File: src/rtl/pipeline_ctrl_pkg.sv
// ----------------------------------------------------------------------------
// pipeline_ctrl_pkg
// Shared definitions for the pipeline sequencing / hazard controller.
//   state_e       : controller state (IDLE, RUN, MEM_WAIT, ERROR)
//   REG_ZERO      : register $zero; a load into it never creates a hazard
//   DEF_CNT_W     : default performance-counter width
//   state_active(): true in the states where the pipeline is allowed to move
// ----------------------------------------------------------------------------
package pipeline_ctrl_pkg;

    typedef enum logic [1:0] {
        IDLE     = 2'd0,
        RUN      = 2'd1,
        MEM_WAIT = 2'd2,
        ERROR    = 2'd3
    } state_e;

    localparam logic [4:0] REG_ZERO  = 5'd0;
    localparam int         DEF_CNT_W = 32;

    // RUN and MEM_WAIT both drive the pipeline; IDLE and ERROR freeze it.
    function automatic logic state_active(input state_e s);
        return (s == RUN) || (s == MEM_WAIT);
    endfunction

endpackage

File: src/rtl/sat_counter.sv
// ----------------------------------------------------------------------------
// sat_counter
// Saturating up-counter used for the performance counters.
//   clk_i  : clock, rising edge
//   rst_i  : synchronous active-low reset, clears the count
//   inc_i  : add one this cycle (ignored once the counter is full)
//   cnt_o  : current count, sticks at 2^W-1
// ----------------------------------------------------------------------------
module sat_counter #(
    parameter int W = 32
) (
    input  logic         clk_i,
    input  logic         rst_i,
    input  logic         inc_i,
    output logic [W-1:0] cnt_o
);

    logic [W-1:0] cnt_q;
    logic [W-1:0] cnt_d;

    always_comb begin
        cnt_d = cnt_q;
        if (inc_i && (cnt_q != {W{1'b1}})) begin
            cnt_d = cnt_q + W'(1);
        end
    end

    always_ff @(posedge clk_i) begin
        if (!rst_i) begin
            cnt_q <= '0;
        end else begin
            cnt_q <= cnt_d;
        end
    end

    assign cnt_o = cnt_q;

endmodule

File: src/rtl/pipeline_ctrl.sv
// ----------------------------------------------------------------------------
// pipeline_ctrl
// Central sequencing and hazard controller for the 5-stage MIPS pipeline.
// Resolves data-memory stalls, load-use stalls and branch/jump flushes (in
// that priority) into per-stage write/flush/bubble controls, gates the
// pipeline on start_i, traps hung memory transactions and keeps saturating
// performance counters.
//
// Parameters
//   CNT_W    : performance counter width
//   TIMEOUT  : stalled memory cycles tolerated before ERROR (>= 2)
// Ports
//   clk_i, rst_i            : clock, synchronous active-low reset
//   start_i                 : run enable
//   id_rs_i, id_rt_i        : ID-stage source registers
//   id_uses_rt_i            : ID instruction actually reads rt
//   ex_memread_i, ex_rt_i   : EX-stage load and its destination
//   id_branch_taken_i       : taken branch resolved in ID
//   id_jump_i               : jump decoded in ID
//   mem_req_i, dmem_ack_i   : MEM-stage access and its completion
//   pc_write_o, ifid_write_o: PC / IF-ID write enables
//   ifid_flush_o            : clear IF/ID on the next edge
//   idex_bubble_o           : insert a NOP into ID/EX
//   pipe_en_o               : write enable of ID/EX, EX/MEM, MEM/WB
//   dmem_req_o              : data-memory request
//   err_o                   : sticky memory-timeout flag
//   cycle_cnt_o, stall_cnt_o, flush_cnt_o : performance counters
// ----------------------------------------------------------------------------
module pipeline_ctrl
    import pipeline_ctrl_pkg::*;
#(
    parameter int CNT_W   = DEF_CNT_W,
    parameter int TIMEOUT = 16
) (
    input  logic             clk_i,
    input  logic             rst_i,
    input  logic             start_i,
    input  logic [4:0]       id_rs_i,
    input  logic [4:0]       id_rt_i,
    input  logic             id_uses_rt_i,
    input  logic             ex_memread_i,
    input  logic [4:0]       ex_rt_i,
    input  logic             id_branch_taken_i,
    input  logic             id_jump_i,
    input  logic             mem_req_i,
    input  logic             dmem_ack_i,
    output logic             pc_write_o,
    output logic             ifid_write_o,
    output logic             ifid_flush_o,
    output logic             idex_bubble_o,
    output logic             pipe_en_o,
    output logic             dmem_req_o,
    output logic             err_o,
    output logic [CNT_W-1:0] cycle_cnt_o,
    output logic [CNT_W-1:0] stall_cnt_o,
    output logic [CNT_W-1:0] flush_cnt_o
);

    // Wait counter must be able to hold TIMEOUT-1.
    localparam int                WAIT_W    = $clog2(TIMEOUT + 1);
    // Value held during the last tolerated stall cycle: the stall cycle
    // numbered TIMEOUT sees wait_q == TIMEOUT-1 because the RUN entry
    // cycle is stall cycle 1 and loads the counter with 1.
    localparam logic [WAIT_W-1:0] WAIT_LAST = WAIT_W'(TIMEOUT - 1);

    localparam int NUM_CNT  = 3;
    localparam int CNT_CYC  = 0;
    localparam int CNT_STL  = 1;
    localparam int CNT_FLS  = 2;

    state_e            state_q;
    logic [WAIT_W-1:0] wait_q;
    logic              err_q;

    logic active;
    logic mem_stall;
    logic load_use;
    logic redirect;

    logic pc_write;
    logic ifid_write;
    logic ifid_flush;
    logic idex_bubble;
    logic pipe_en;
    logic dmem_req;

    logic [NUM_CNT-1:0] cnt_inc;
    logic [CNT_W-1:0]   cnt_val [NUM_CNT];

    // ------------------------------------------------------------------
    // Hazard detection (independent of state; gated by 'active' below)
    // ------------------------------------------------------------------
    assign active    = state_active(state_q);
    assign mem_stall = mem_req_i & ~dmem_ack_i;
    assign load_use  = ex_memread_i
                     & (ex_rt_i != REG_ZERO)
                     & ((ex_rt_i == id_rs_i) | (id_uses_rt_i & (ex_rt_i == id_rt_i)));
    assign redirect  = id_branch_taken_i | id_jump_i;

    // ------------------------------------------------------------------
    // Pipeline controls: zero-latency, memory stall > load-use > flush.
    // ------------------------------------------------------------------
    always_comb begin
        pc_write    = 1'b0;
        ifid_write  = 1'b0;
        ifid_flush  = 1'b0;
        idex_bubble = 1'b0;
        pipe_en     = 1'b0;
        dmem_req    = 1'b0;
        if (active) begin
            dmem_req = mem_req_i;
            if (mem_stall) begin
                // Whole pipeline frozen while data memory is busy.
                pc_write = 1'b0;
            end else if (load_use) begin
                // Hold PC and IF/ID, bubble into EX. A concurrent branch is
                // not flushed: it stays in ID and resolves again next cycle.
                idex_bubble = 1'b1;
                pipe_en     = 1'b1;
            end else if (redirect) begin
                pc_write    = 1'b1;
                ifid_write  = 1'b1;
                ifid_flush  = 1'b1;
                pipe_en     = 1'b1;
            end else begin
                pc_write    = 1'b1;
                ifid_write  = 1'b1;
                pipe_en     = 1'b1;
            end
        end
    end

    // ------------------------------------------------------------------
    // Sequencing FSM and memory wait counter.
    // ------------------------------------------------------------------
    always_ff @(posedge clk_i) begin
        if (!rst_i) begin
            state_q <= IDLE;
            wait_q  <= '0;
            err_q   <= 1'b0;
        end else begin
            case (state_q)
                IDLE: begin
                    wait_q <= '0;
                    if (start_i) begin
                        state_q <= RUN;
                    end
                end
                RUN: begin
                    if (mem_stall) begin
                        // An access already issued is completed even if
                        // start_i drops in the same cycle.
                        state_q <= MEM_WAIT;
                        wait_q  <= WAIT_W'(1);
                    end else if (!start_i) begin
                        state_q <= IDLE;
                    end
                end
                MEM_WAIT: begin
                    if (mem_stall) begin
                        if (wait_q == WAIT_LAST) begin
                            state_q <= ERROR;
                            err_q   <= 1'b1;
                            wait_q  <= '0;
                        end else begin
                            wait_q <= wait_q + WAIT_W'(1);
                        end
                    end else begin
                        // Ack (or the request withdrawn) ends the wait.
                        wait_q  <= '0;
                        state_q <= start_i ? RUN : IDLE;
                    end
                end
                ERROR: begin
                    // Only reset leaves ERROR.
                    err_q <= 1'b1;
                end
                default: begin
                    state_q <= IDLE;
                    wait_q  <= '0;
                    err_q   <= 1'b0;
                end
            endcase
        end
    end

    // ------------------------------------------------------------------
    // Performance counters.
    // ------------------------------------------------------------------
    assign cnt_inc[CNT_CYC] = active;
    assign cnt_inc[CNT_STL] = active & (mem_stall | load_use);
    assign cnt_inc[CNT_FLS] = ifid_flush;

    generate
        for (genvar gi = 0; gi < NUM_CNT; gi++) begin : g_perf
            sat_counter #(
                .W(CNT_W)
            ) u_cnt (
                .clk_i (clk_i),
                .rst_i (rst_i),
                .inc_i (cnt_inc[gi]),
                .cnt_o (cnt_val[gi])
            );
        end
    endgenerate

    assign cycle_cnt_o   = cnt_val[CNT_CYC];
    assign stall_cnt_o   = cnt_val[CNT_STL];
    assign flush_cnt_o   = cnt_val[CNT_FLS];

    assign pc_write_o    = pc_write;
    assign ifid_write_o  = ifid_write;
    assign ifid_flush_o  = ifid_flush;
    assign idex_bubble_o = idex_bubble;
    assign pipe_en_o     = pipe_en;
    assign dmem_req_o    = dmem_req;
    assign err_o         = err_q;

endmodule

File: config.mk
export PLATFORM = sky130hd
export DESIGN_NAME = pipeline_ctrl
export DESIGN_NICKNAME = d
export VERILOG_FILES = /design/src/rtl/pipeline_ctrl_pkg.sv /design/src/rtl/sat_counter.sv /design/src/rtl/pipeline_ctrl.sv
export SDC_FILE = /design/constraint.sdc
export NUM_CORES = 1
export LEC_CHECK = 0
export CAP_MARGIN = 0
export CELL_PAD_IN_SITES_DETAIL_PLACEMENT = 1
export CELL_PAD_IN_SITES_GLOBAL_PLACEMENT = 1
export CORE_ASPECT_RATIO = 0.75
export CORE_MARGIN = 3
export CORE_UTILIZATION = 33
export DETAILED_ROUTE_END_ITERATION = 6
export PLACE_DENSITY = 0.83
export SLEW_MARGIN = 20
export SYNTH_ARGS = -nofsm -noshare
export SYNTH_HDL_FRONTEND = slang
export SYNTH_SLANG_ARGS = --single-unit
File: constraint.sdc
create_clock -name clk_i -period 2.1 [get_ports clk_i]
set_clock_uncertainty 0.1 [all_clocks]
set_input_delay 0.42 -clock clk_i [delete_from_list [all_inputs] [get_ports clk_i]]
set_output_delay 0.42 -clock clk_i [all_outputs]
set_load 0.02 [all_outputs]
==> run_results.csv, run 1 <==
group,metric,value,unit
timing,rsz0062_at_grt,"true",
hold_path,worstHoldStart,"wait_q[4]$_SDFFE_PN0P_",
hold_path,hold_depth,2,
route,drtAntennaViolNets,0,
finish,drive_above_1_share,38.89,%
pwr,p_leak,3.638,nW
grt,grt_pass1_vias,6725,
critical_path,cp_common_cell,"buf_6",
route,firstDrtPassIters,6,
finish,layout.cells.non_filler,1128,
route,vias,6578,
floorplan,die_h,116.0,um
critical_path,path_cells,"buf_6 -> xor2_2 -> nor4_2 -> and3_4 -> buf_6 -> buf_6 -> o311ai_4 -> or4_4 -> xor2_1 -> nor2_1",
timing,finalCritPeriodShare,116.7,%
clock_tree,h-tree-depth,3,
critical_path,r2r-start,"g_perf[2].u_cnt.cnt_o[16]$_SDFFE_PN0P_",
placement,io_buffers,126,
synth,synth_edf_count,0,
synth,avgSynthCellArea,8.311,um^2
pwr,ir_worst_vdd,0.6785,mV
critical_path,reg2reg_depth,9,
synth,ys.warnings.count,0,
critical_path,cpPeakStageDelay,0.48,ns
run,cap_violations,0,
floorplan,fp.dieW,152.7,um
status,violations,"negative setup slack",
critical_path,start_kind,"input port",
clock_tree,clk_path_buf_depth,2,
clock_tree,cts_tree,"done",
route,routedWlPerCell,25.36,um
timing,drv_slew,0,
route,drtIter0Drc,425,
hold_path,hold_class,"reg2reg",
placement,gp_congestion,0.8934,
critical_path,cp_slowest_cell,"or4_4",
critical_path,endpoint_kind,"register",
floorplan,rows,39,
floorplan,die_area,17720,um^2
floorplan,io_pins,127,
route,drc,0,
synth,synth_cell_type_count,46,
finish,antenna_cells,0,
route,viasPerCell,5.832,
clock_tree,clkSlewWorstSetupHoldPaths,0.07,ns
critical_path,cpLargestDelayFamily,"simple AND/OR/NAND/NOR gates",
critical_path,cp_max_fo,4,
grt,grt_max_degree,44,
finish,finalInstanceArea,9408,um^2
timing,fin_crit,2.450,ns
timing,finalSetupViolations,65,
synth,synth_seq_cells,104,
floorplan,initial_core_util,34.33,%
pwr,p_per_area,488.7,nW/um^2
timing,max_freq,408.2,MHz
timing,finalWorstSetupSlack,-0.3499,ns
route,finalWirelength,28610,um
timing,worst_pin_slew,0.5721,ns
synth,async_flop_share,0,%
grt,grt_usage,25.43,%
grt,antenna_found_initial,0,
synth,syn_area,5328,um^2
critical_path,crit_type,"in2reg",
finish,syn_to_final_growth,76.59,%
placement,place_inst,1069,
critical_path,worstPathRequired,2.23,ns
grt,grt_pass1_wl,36380,um
clock_tree,cts-buffers-inserted,9,
hold_path,hold_path_end,"wait_q[4]$_SDFFE_PN0P_",
synth,synth_cells,641,
clock_tree,ctsRootBufferMaster,"clkbuf_16",
synth,yosysSeqAreaShare,39.08,%
clock_tree,cts.sinks,104,
synth,synth_ff_type,"dfxtp_1",
clock_tree,insertion_delay,0.37,ns
finish,nets,951,
floorplan,core_region_area,15520,um^2
timing,finalHoldViolations,0,
clock_tree,ctsHoldBuffers,0,
finish,n_fill_cell,1687,
critical_path,regToRegEndpoint,"g_perf[2].u_cnt.cnt_o[7]$_SDFFE_PN0P_",
grt,grt_overflow,0,
synth,synthesis.nets,674,
critical_path,cp_num_buf_inv,3,
critical_path,r2r_setup_slack,-0.26,ns
timing,slew_headroom,61.86,%
status,status,"finished with violations",
placement,dp_hpwl,13760,um
placement,postPlaceCellArea,7761,um^2
critical_path,crit_arrival,2.58,ns
-- Yosys cell counts, types with 3 or more instances --
cell type    n  share of area (%)
o31ai_1      4               0.56
xnor2_1     40                6.6
and2_1       8               0.94
nor3_2       4               0.75
dfxtp_1    104                 39
nor3_1      18                1.7
nand3_1     43                4.0
nand2b_1    17                2.0
inv_1       13               0.92
nand4_1     35                4.1
or4_1        7               0.99
nor4_1       8               0.94
and4_1       9                1.5
o21ai_0     19                1.8
or3_1       16                1.9
ha_1         9                2.1
nand2_1     60                4.2
clkbuf_1    15                1.1
nor4b_1      3               0.49
nor2b_1      3               0.35
buf_2        5               0.47
a21oi_1     25                2.3
and3_1      13                1.5
nor2_1      87                6.1
xor2_1      29                4.8
nor3b_1      5               0.70
mux2i_1     17                3.2
-- logic make-up after synthesis --
| kind of cell | Yosys count | share of synthesized area [%] |
|---|---|---|
| AOI/OAI and AO/OA | 61 | 7.468 |
| and+or+nand+nor | 346 | 34.08 |
| buffers and inverters | 35 | 2.724 |
| DFF | 104 | 39.08 |
| adders and majority gates | 9 | 2.114 |
| muxes | 17 | 3.194 |
| xor gates and xnor gates | 69 | 11.34 |
-- layout make-up --
class | instances | area [um^2] | share of cell area [%]
clock buffer | 14 | 284.0 | 3.019
clock inverter | 2 | 35.03 | 0.3724
inverter | 13 | 48.80 | 0.5187
multi-input combinational | 503 | 4020 | 42.73
sequential | 104 | 2130 | 22.64
tap | 205 | 256.5 | 2.726
timing repair buffer | 287 | 2634 | 28.00
-- repair_timing --
action,4_1_cts,5_1_grt
setup endpoints to repair,71,97
setup buffers,15,30
gates cloned,2,0
pin swaps,55,88
gates resized for setup,142,158
-- cells in the final DEF, fill, tap and decap left out, types with 5 or more instances in the layout --
master           synthesis  routed
a21oi_1                 25      16
a21oi_2                  0       9
and2_1                   8       6
and3_1                  13      10
and4_4                   2       8
buf_12                   0       5
buf_4                    2     127
buf_6                    0      36
clkbuf_16                0       9
clkdlybuf4s50_1          0      99
dfxtp_1                104      82
dfxtp_2                  0      14
dfxtp_4                  0       8
dlygate4sd2_1            0       7
dlymetal6s2s_1           0       5
ha_1                     9       7
inv_1                   13       8
inv_2                    0       5
mux2i_1                 17      17
nand2_1                 60      52
nand2_2                  1       7
nand2b_1                17      15
nand3_1                 43      29
nand3_2                  0       9
nand3_4                  0       5
nand4_1                 35      35
nor2_1                  87      73
nor2_2                   0       5
nor2_4                   0       9
nor3_2                   4      11
nor3_4                   0      10
nor4_4                   0       6
o21ai_0                 19      16
or3_1                   16       9
or3_4                    0       7
or4_4                    0       6
xnor2_1                 40      34
xnor2_2                  0       6
xor2_1                  29      24
xor2_2                   0       5
-- how the worst max path moves through the flow --
stage,startpoint,endpoint,slack (ns),depth (start not counted)
after detailed placement,ex_rt_i[1],g_perf[1].u_cnt.cnt_o[10]$_SDFFE_PN0P_,-1.09,11
after CTS,ex_rt_i[1],ifid_write_o,-0.14,8
final,id_rt_i[4],g_perf[1].u_cnt.cnt_o[27]$_SDFFE_PN0P_,-0.35,10
after global routing,id_rt_i[4],g_perf[1].u_cnt.cnt_o[27]$_SDFFE_PN0P_,-0.40,10
after global placement,ex_rt_i[2],pc_write_o,-0.95,6
after floorplan,ex_rt_i[1],pc_write_o,-0.15,6
-- per-stage QoR --
step | hold slack (ns) | utilization (%) | setup slack (ns) | power [W] | TNS (ns)
CTS | 0.3582 | 55.39 | -0.1391 | 0.004413 | -1.704
global placement | 0.3226 | 50.02 | -0.9511 | 0.002531 | -46.17
finish | 0.3836 | 60.63 | -0.3499 | 0.004597 | -7.854
global route | 0.4175 | 60.63 | -0.4035 | 0.004741 | -12.58
detailed placement | 0.3479 | 50.02 | -1.089 | 0.002550 | -54.77
floorplan | 0.3124 | - | -0.1486 | 0.002281 | -0.2362
-- power breakdown --
part           switching, W  leakage, nW  internal [W]
logic              0.000397         2.63      0.000341
registers         0.0000145        0.851       0.00198
clock network      0.000809        0.159       0.00106
total               0.00122         3.64       0.00338
-- flip-flops by register name, indices dropped and copies added, names as in the netlist --
register and count:
err_o 1, state_q 2, wait_q 5, g_perf.u_cnt.cnt_o 96
-- layer usage --
| metal | share of wire, % | track usage, % |
|---|---|---|
| met5 | 0 | 0 |
| met4 | 5.5 | 10.45 |
| met2 | 50 | 45.92 |
| met3 | 7.0 | 6.159 |
| met1 | 38 | 29.27 |
-- worst reg2reg max path: stages (launching register included) --
cell,delay (ns)
dfxtp_1,0.37
nand4_1,0.29
nor3_4,0.37
and4_4,0.32
buf_6,0.11
nor2_4,0.04
buf_6,0.13
nand4_1,0.13
xor2_1,0.26
nor2_1,0.10
Note: power is estimated with default switching activity, not from simulation.
==> run 2: changes to the inputs <==
Settings changed: CORE_UTILIZATION 33 to 34, SYNTH_HIERARCHICAL from default to 1.
==> run 2 against run 1 <==
The flow still finishes with violations (negative setup slack). Hold slack got worse by 0.023 ns. Register-to-register slack got worse by 0.59 ns. Non-clock buffer count increased by 61. Power decreased by 6.9%. Worst setup slack got worse by 0.53 ns. Flip-flop and latch count unchanged. Cell count increased by 8.2%. Clock power decreased by 9.7%. First-iteration DRC count increased by 48%. Sequential share of layout area decreased by 2.0 points. Die area increased by 5.4%.
==> run_results.csv, run 2 <==
group,metric,value,unit
hold_path,hold_depth,3,
route,drtAntennaViolNets,0,
route,firstDrtPassIters,6,
timing,fin_crit,2.977,ns
finish,multiInputGateArea,4601,um^2
route,drtIter0Drc,629,
timing,drv_slew,0,
clock_tree,cts_tree,"done",
route,drc,0,
grt,grt_max_degree,24,
grt,grt-busiest-layer,"met2",
timing,finalSetupViolations,108,
route,viasPerCell,6.296,
timing,worst_hold_slack,0.3603,ns
critical_path,start_kind,"input port",
synth,synth_ff_type,"dfxtp_1",
hold_path,hold_class,"in2reg",
grt,grtUsageMet3,4.613,%
finish,layout_commonest_cell,"buf_4",
timing,worst_pin_slew,0.6813,ns
synth,synth_cell_type_count,52,
run,cap_violations,0,
placement,dp_hpwl,17360,um
grt,grt_usage,29.65,%
floorplan,die_area,18680,um^2
route,routedWlPerCell,26.46,um
grt,use_met2,52.92,%
synth,synth_most_common_cell,"dfxtp_1",
critical_path,worstPathRequired,2.30,ns
placement,io_buffers,126,
synth,synthesis.nets,717,
route,finalWirelength,32310,um
pwr,p_leak,3.842,nW
synth,synth_edf_count,0,
clock_tree,clkSlewWorstSetupHoldPaths,0.07,ns
pwr,seqPwrFrac,46.3,%
floorplan,die_h,119.1,um
placement,dp_slack,-1.704,ns
pwr,p_total,0.004281,W
synth,synth_common_cells,"104 x dfxtp_1, 53 x nand2_1, 52 x a21oi_1",
grt,grt_overflow,0,
timing,max_freq,336.0,MHz
pwr,p_sw_share,27.18,%
clock_tree,insertion_delay,0.37,ns
synth,synth_cells,684,
finish,layout_common_cells,"185 x buf_4, 98 x clkdlybuf4s50_1, 69 x dfxtp_1, 49 x nand2_1, 41 x buf_6",
grt,antenna_found_initial,0,
floorplan,io_pins,127,
critical_path,cp_max_fo,3,
synth,yosysTopAreaCell,"dfxtp_1",
synth,avgSynthCellArea,8.479,um^2
timing,finalCritPeriodShare,141.7,%
grt,grt_pass1_vias,7915,
critical_path,endpoint_kind,"register",
synth,ys.warnings.count,6,
floorplan,fp.dieW,156.8,um
grt,grt_pass1_wl,44460,um
clock_tree,ctsRootBufferMaster,"clkbuf_16",
clock_tree,h-tree-depth,3,
grt,grt_use_met1,35.75,%
finish,seq_area,2156,um^2
finish,syn_to_final_growth,79.83,%
clock_tree,cts.sinks,104,
pwr,switchingPower,0.001164,W
critical_path,crit_arrival,3.18,ns
clock_tree,clk_path_buf_depth,2,
critical_path,crit_type,"in2reg",
timing,finalHoldViolations,0,
pwr,ir_worst_vdd,0.4695,mV
pwr,p_int,0.003118,W
finish,nets,1039,
synth,syn_area,5799,um^2
synth,async_flop_share,0,%
synth,yosysSeqAreaShare,35.90,%
finish,drive_above_1_share,46.49,%
status,status,"finished with violations",
finish,fin_util,63.72,%
critical_path,reg2reg_depth,11,
floorplan,initial_core_util,35.44,%
pwr,p_per_area,410.5,nW/um^2
finish,n_fill_cell,1783,
synth,synthTopCellsByArea,"dfxtp_1 36%, a21oi_1 4.5%, or4_1 4.4%, o31ai_1 4.3%, mux2i_1 3.6%",
finish,largest_reg_flops,96,
timing,fin_setup_tns,-42.93,ns
floorplan,core_region_area,16370,um^2
timing,rsz0062_at_grt,"true",
floorplan,rows,40,
synth,synth_seq_cells,104,
timing,slew_headroom,54.23,%
route,vias,7688,
timing,finalWorstSetupSlack,-0.8765,ns
placement,gp_congestion,0.8862,
synth,synth_top_area_share,35.90,%
pwr,pwr-share-clk,39.2,%
status,violations,"negative setup slack",
finish,antenna_cells,0,
pwr,power_frac_comb,14.4,%
clock_tree,cts-buffers-inserted,9,
## run 2: changes by cell type after synthesis, sizes merged, moves of 11 or more
cell | previous run | this run
xor2 | 29 | 3
nand2b | 17 | 28
o31ai | 4 | 33
a21oi | 25 | 52
clkbuf | 15 | 30
nor2 | 87 | 30
o41ai | 1 | 12
nor3 | 22 | 9
xnor2 | 40 | 22
or4 | 7 | 40
## run 2: path summary, 6_finish.rpt
kind	from	end	slack, ns
max	ex_rt_i[1]	g_perf[2].u_cnt/cnt_o[31]$_SDFFE_PN0P_	-0.88
min	rst_i	g_perf[2].u_cnt/cnt_o[4]$_SDFFE_PN0P_	0.36
max reg2reg	state_q[1]$_SDFFE_PN0P_	g_perf[2].u_cnt/cnt_o[31]$_SDFFE_PN0P_	-0.85
min reg2reg	err_o$_SDFFE_PN0P_	err_o$_SDFFE_PN0P_	0.38
## run 2: power by group through the flow
| stage | registers, W | clock network (W) | logic, W |
|---|---|---|---|
| after detailed placement | 0.00203 | 0 | 0.000436 |
| after global placement | 0.00202 | 0 | 0.000411 |
| after global routing | 0.00198 | 0.00179 | 0.000643 |
| after floorplan | 0.00204 | 0 | 0.000193 |
| final | 0.00198 | 0.00168 | 0.000618 |
| after CTS | 0.00198 | 0.00168 | 0.000550 |
## run 2: cells by family (layout without fill, tap and decap cells)
logic type | after synthesis | after routing | synth area share [%]
and+or+nand+nor | 317 | 317 | 32.60
AOI/OAI and AO/OA | 158 | 158 | 18.60
DFF | 104 | 104 | 35.90
buffers and inverters | 50 | 377 | 3.560
xor gates and xnor gates | 25 | 25 | 3.776
muxes | 21 | 21 | 3.625
adders and majority gates | 9 | 9 | 1.942
## run 2: timing repair
action / 4_1_cts / 5_1_grt
pin swaps: 94 / 67
buffers inserted: 38 / 40
resized for setup: 224 / 107
setup endpoints to repair: 81 / 109
cloned: 1 / 0
endpoints found under the hold margin: 0 / 0
hold buffers: 0 / 0
## run 2: critical path: stages
cell and delay (ns):
buf_8 0.10, or4_1 0.51, o21a_2 0.25, a21oi_4 0.14
nand4_1 0.17, buf_4 0.19, or4_4 0.49, or3_4 0.35
or4_4 0.43, a21oi_2 0.14
## run 2: area by class of cell
cell class              count  area share (%)
clock buffers              11           2.328
clock inverters             5          0.3119
inverters                  13          0.4679
multi-input cells         530           44.11
flip-flops and latches    104           20.67
well taps                 210           2.519
repair buffers            348           29.59
## run 2: routing by layer
metal / wire (um) / vias to the layer above
met1: 12680 / 3876
met5: 0 / -
met4: 1480 / 0
li1: - / 3281
met2: 16230 / 411
met3: 1917 / 120
## run 2: stage by stage
stage,instances,instance area [um^2]
after floorplan,684,6063
after global placement,1142,8618
after global routing,1221,10430
final,1221,10430
after CTS,1195,9801
after detailed placement,1142,8618
==> run 3: changes to the inputs <==
Settings changed: GPL_TIMING_DRIVEN from default to 0.
==> run 3 against run 2 <==
The run still ends with negative setup slack left. Flip-flop and latch count unchanged. Critical path depth down 1. Combinational power down 4.4%.
==> run_results.csv, run 3 (synthesis gave the netlist of run 2 again) <==
group,metric,value,unit
clock_tree,cts_tree,"done",
route,firstDrtPassIters,5,
finish,syn_to_final_growth,70.83,%
timing,finalHoldViolations,0,
critical_path,crit_type,"in2reg",
status,status,"finished with violations",
pwr,p_leak,3.374,nW
critical_path,cp_slowest_cell,"or4_4",
finish,layout_common_cells,"103 x clkdlybuf4s50_1, 68 x buf_4, 46 x buf_6, 45 x nand2_1, 41 x dfxtp_1",
hold_path,hold_class,"reg2reg",
timing,finalWorstSetupSlack,-0.8486,ns
finish,drive_above_1_share,41.53,%
pwr,p_per_area,454.4,nW/um^2
critical_path,crit_arrival,3.15,ns
hold_path,worstHoldStart,"err_o$_SDFFE_PN0P_",
floorplan,die_area,18680,um^2
route,routedWlPerCell,24.92,um
route,viasPerCell,6.201,
clock_tree,insertion_delay,0.37,ns
status,violations,"negative setup slack",
placement,dp_hpwl,14820,um
floorplan,io_pins,127,
route,finalWirelength,28340,um
run,cap_violations,0,
critical_path,regToRegEndpoint,"g_perf[2].u_cnt/cnt_o[31]$_SDFFE_PN0P_",
floorplan,die_h,119.1,um
grt,grt_pass1_wl,39650,um
hold_path,hold_path_end,"err_o$_SDFFE_PN0P_",
critical_path,cpPeakStageDelay,0.55,ns
timing,worst_pin_slew,0.9634,ns
timing,worst_hold_slack,0.3687,ns
critical_path,cp_common_cell,"or4_4",
placement,io_buffers,126,
critical_path,cp_num_buf_inv,1,
clock_tree,ctsRootBufferMaster,"clkbuf_16",
critical_path,r2r_setup_slack,-0.85,ns
grt,grt_max_degree,18,
floorplan,fp.dieW,156.8,um
pwr,ir_worst_vdd,0.3230,mV
critical_path,path_cells,"buf_8 -> or4_4 -> o21a_4 -> a21oi_4 -> nand4_1 -> or4_4 -> or3_1 -> or4_4 -> a21oi_2",
critical_path,cpLargestDelayFamily,"simple AND/OR/NAND/NOR gates",
route,drtIter0Drc,511,
finish,n_fill_cell,1758,
timing,drv_slew,0,
critical_path,start_kind,"input port",
critical_path,endpoint_kind,"register",
finish,antenna_cells,0,
timing,rsz0062_at_grt,"true",
finish,largest_reg_flops,96,
clock_tree,clk_path_buf_depth,2,
route,vias,7051,
grt,grt_overflow,0,
floorplan,initial_core_util,35.44,%
critical_path,cp_max_fo,3,
clock_tree,cts.sinks,104,
floorplan,core_region_area,16370,um^2
placement,gp_congestion,0.7978,
finish,fin_util,60.54,%
grt,antenna_found_initial,0,
critical_path,r2r-start,"state_q[1]$_SDFFE_PN0P_",
route,drtAntennaViolNets,0,
timing,max_freq,339.1,MHz
critical_path,worstPathRequired,2.30,ns
timing,slew_headroom,35.28,%
finish,layout_commonest_cell,"clkdlybuf4s50_1",
grt,grt_pass1_vias,7022,
route,drc,0,
clock_tree,cts-buffers-inserted,9,
grt,grt_usage,26.46,%
timing,finalSetupViolations,106,
timing,fin_crit,2.949,ns
clock_tree,h-tree-depth,3,
finish,nets,955,
timing,finalCritPeriodShare,140.4,%
clock_tree,clkSlewWorstSetupHoldPaths,0.08,ns
floorplan,rows,40,
hold_path,hold_depth,2,
critical_path,reg2reg_depth,10,
==> run 3: cell count changes in the layout (fill, tap and decap cells not counted), moves of 9 or more <==
cell / delta
a21oi_1: +9
a21oi_2: -10
buf_4: -117
clkbuf_1: +9
dfxtp_1: -28
dfxtp_4: +20
==> run 3: how the worst max path moves through the flow <==
stage	from	endpoint	slack, ns	cells after the start
after floorplan	ex_rt_i[1]	g_perf[2].u_cnt/cnt_o[31]$_SDFFE_PN0P_	-1.06	8
after global placement	ex_rt_i[1]	g_perf[2].u_cnt/cnt_o[31]$_SDFFE_PN0P_	-1.88	9
after detailed placement	ex_rt_i[1]	g_perf[2].u_cnt/cnt_o[31]$_SDFFE_PN0P_	-1.89	9
after CTS	state_q[1]$_SDFFE_PN0P_	g_perf[2].u_cnt/cnt_o[31]$_SDFFE_PN0P_	-0.70	10
after global routing	id_rt_i[3]	g_perf[1].u_cnt/cnt_o[31]$_SDFFE_PN0P_	-0.89	10
final	ex_rt_i[4]	g_perf[2].u_cnt/cnt_o[31]$_SDFFE_PN0P_	-0.85	9
==> run 3: through the flow <==
stage          setup TNS (ns)  std cells  instance area, um^2  worst slack [ns]  power (W)
2_1_floorplan          -18.93        684                 6063            -1.062   0.002237
3_3_place_gp           -87.65       1020                 7587            -1.880   0.002397
3_5_place_dp           -90.23       1020                 7587            -1.892   0.002407
4_1_cts                -22.54       1108                 9236           -0.6951   0.004457
5_1_grt                -45.94       1137                 9907           -0.8890   0.004645
6_report               -38.64       1137                 9907           -0.8486   0.004502
==> run 3: layout make-up <==
class                   instances  area, um^2  area share, %
multi-input cells             530        4579          46.22
flip-flops and latches        104        2241          22.62
repair buffers                230        2212          22.33
well taps                     210       262.8          2.652
plain buffers                  34       236.5          2.387
clock buffers                  10       229.0          2.311
clock inverters                 6       92.59         0.9346
inverters                      13       53.80         0.5431
==> run 3: per-layer routing <==
layer  vias up  part of all wire [%]  wire [um]  global-route usage (%)
met3        75                   6.1       1727                   5.231
met5         -                     0          0                       0
met1      3519                    42      12000                   35.42
met2       337                    48      13680                   42.85
li1       3120                     -          -                       -
met4         0                   3.3        926                   8.256
==> run 3: report_power, final <==
part | switching (W) | internal [W]
combinational | 0.000296 | 0.000295
sequential | 0.0000244 | 0.00195
clock | 0.000885 | 0.00106
==> run 3: what timing repair did <==
item,in CTS,in global routing
endpoints found under the setup margin,99,105
pin swaps,80,54
setup buffers,75,35
gates cloned,1,0
resized for setup,244,133
hold buffers,0,0
==> run 3: worst min-delay path: cells and delay by family, from the launching register on <==
kind,cells,cell delay (ns)
compound gates,1,0.05
buf+inv,1,0.05
flops,1,0.32
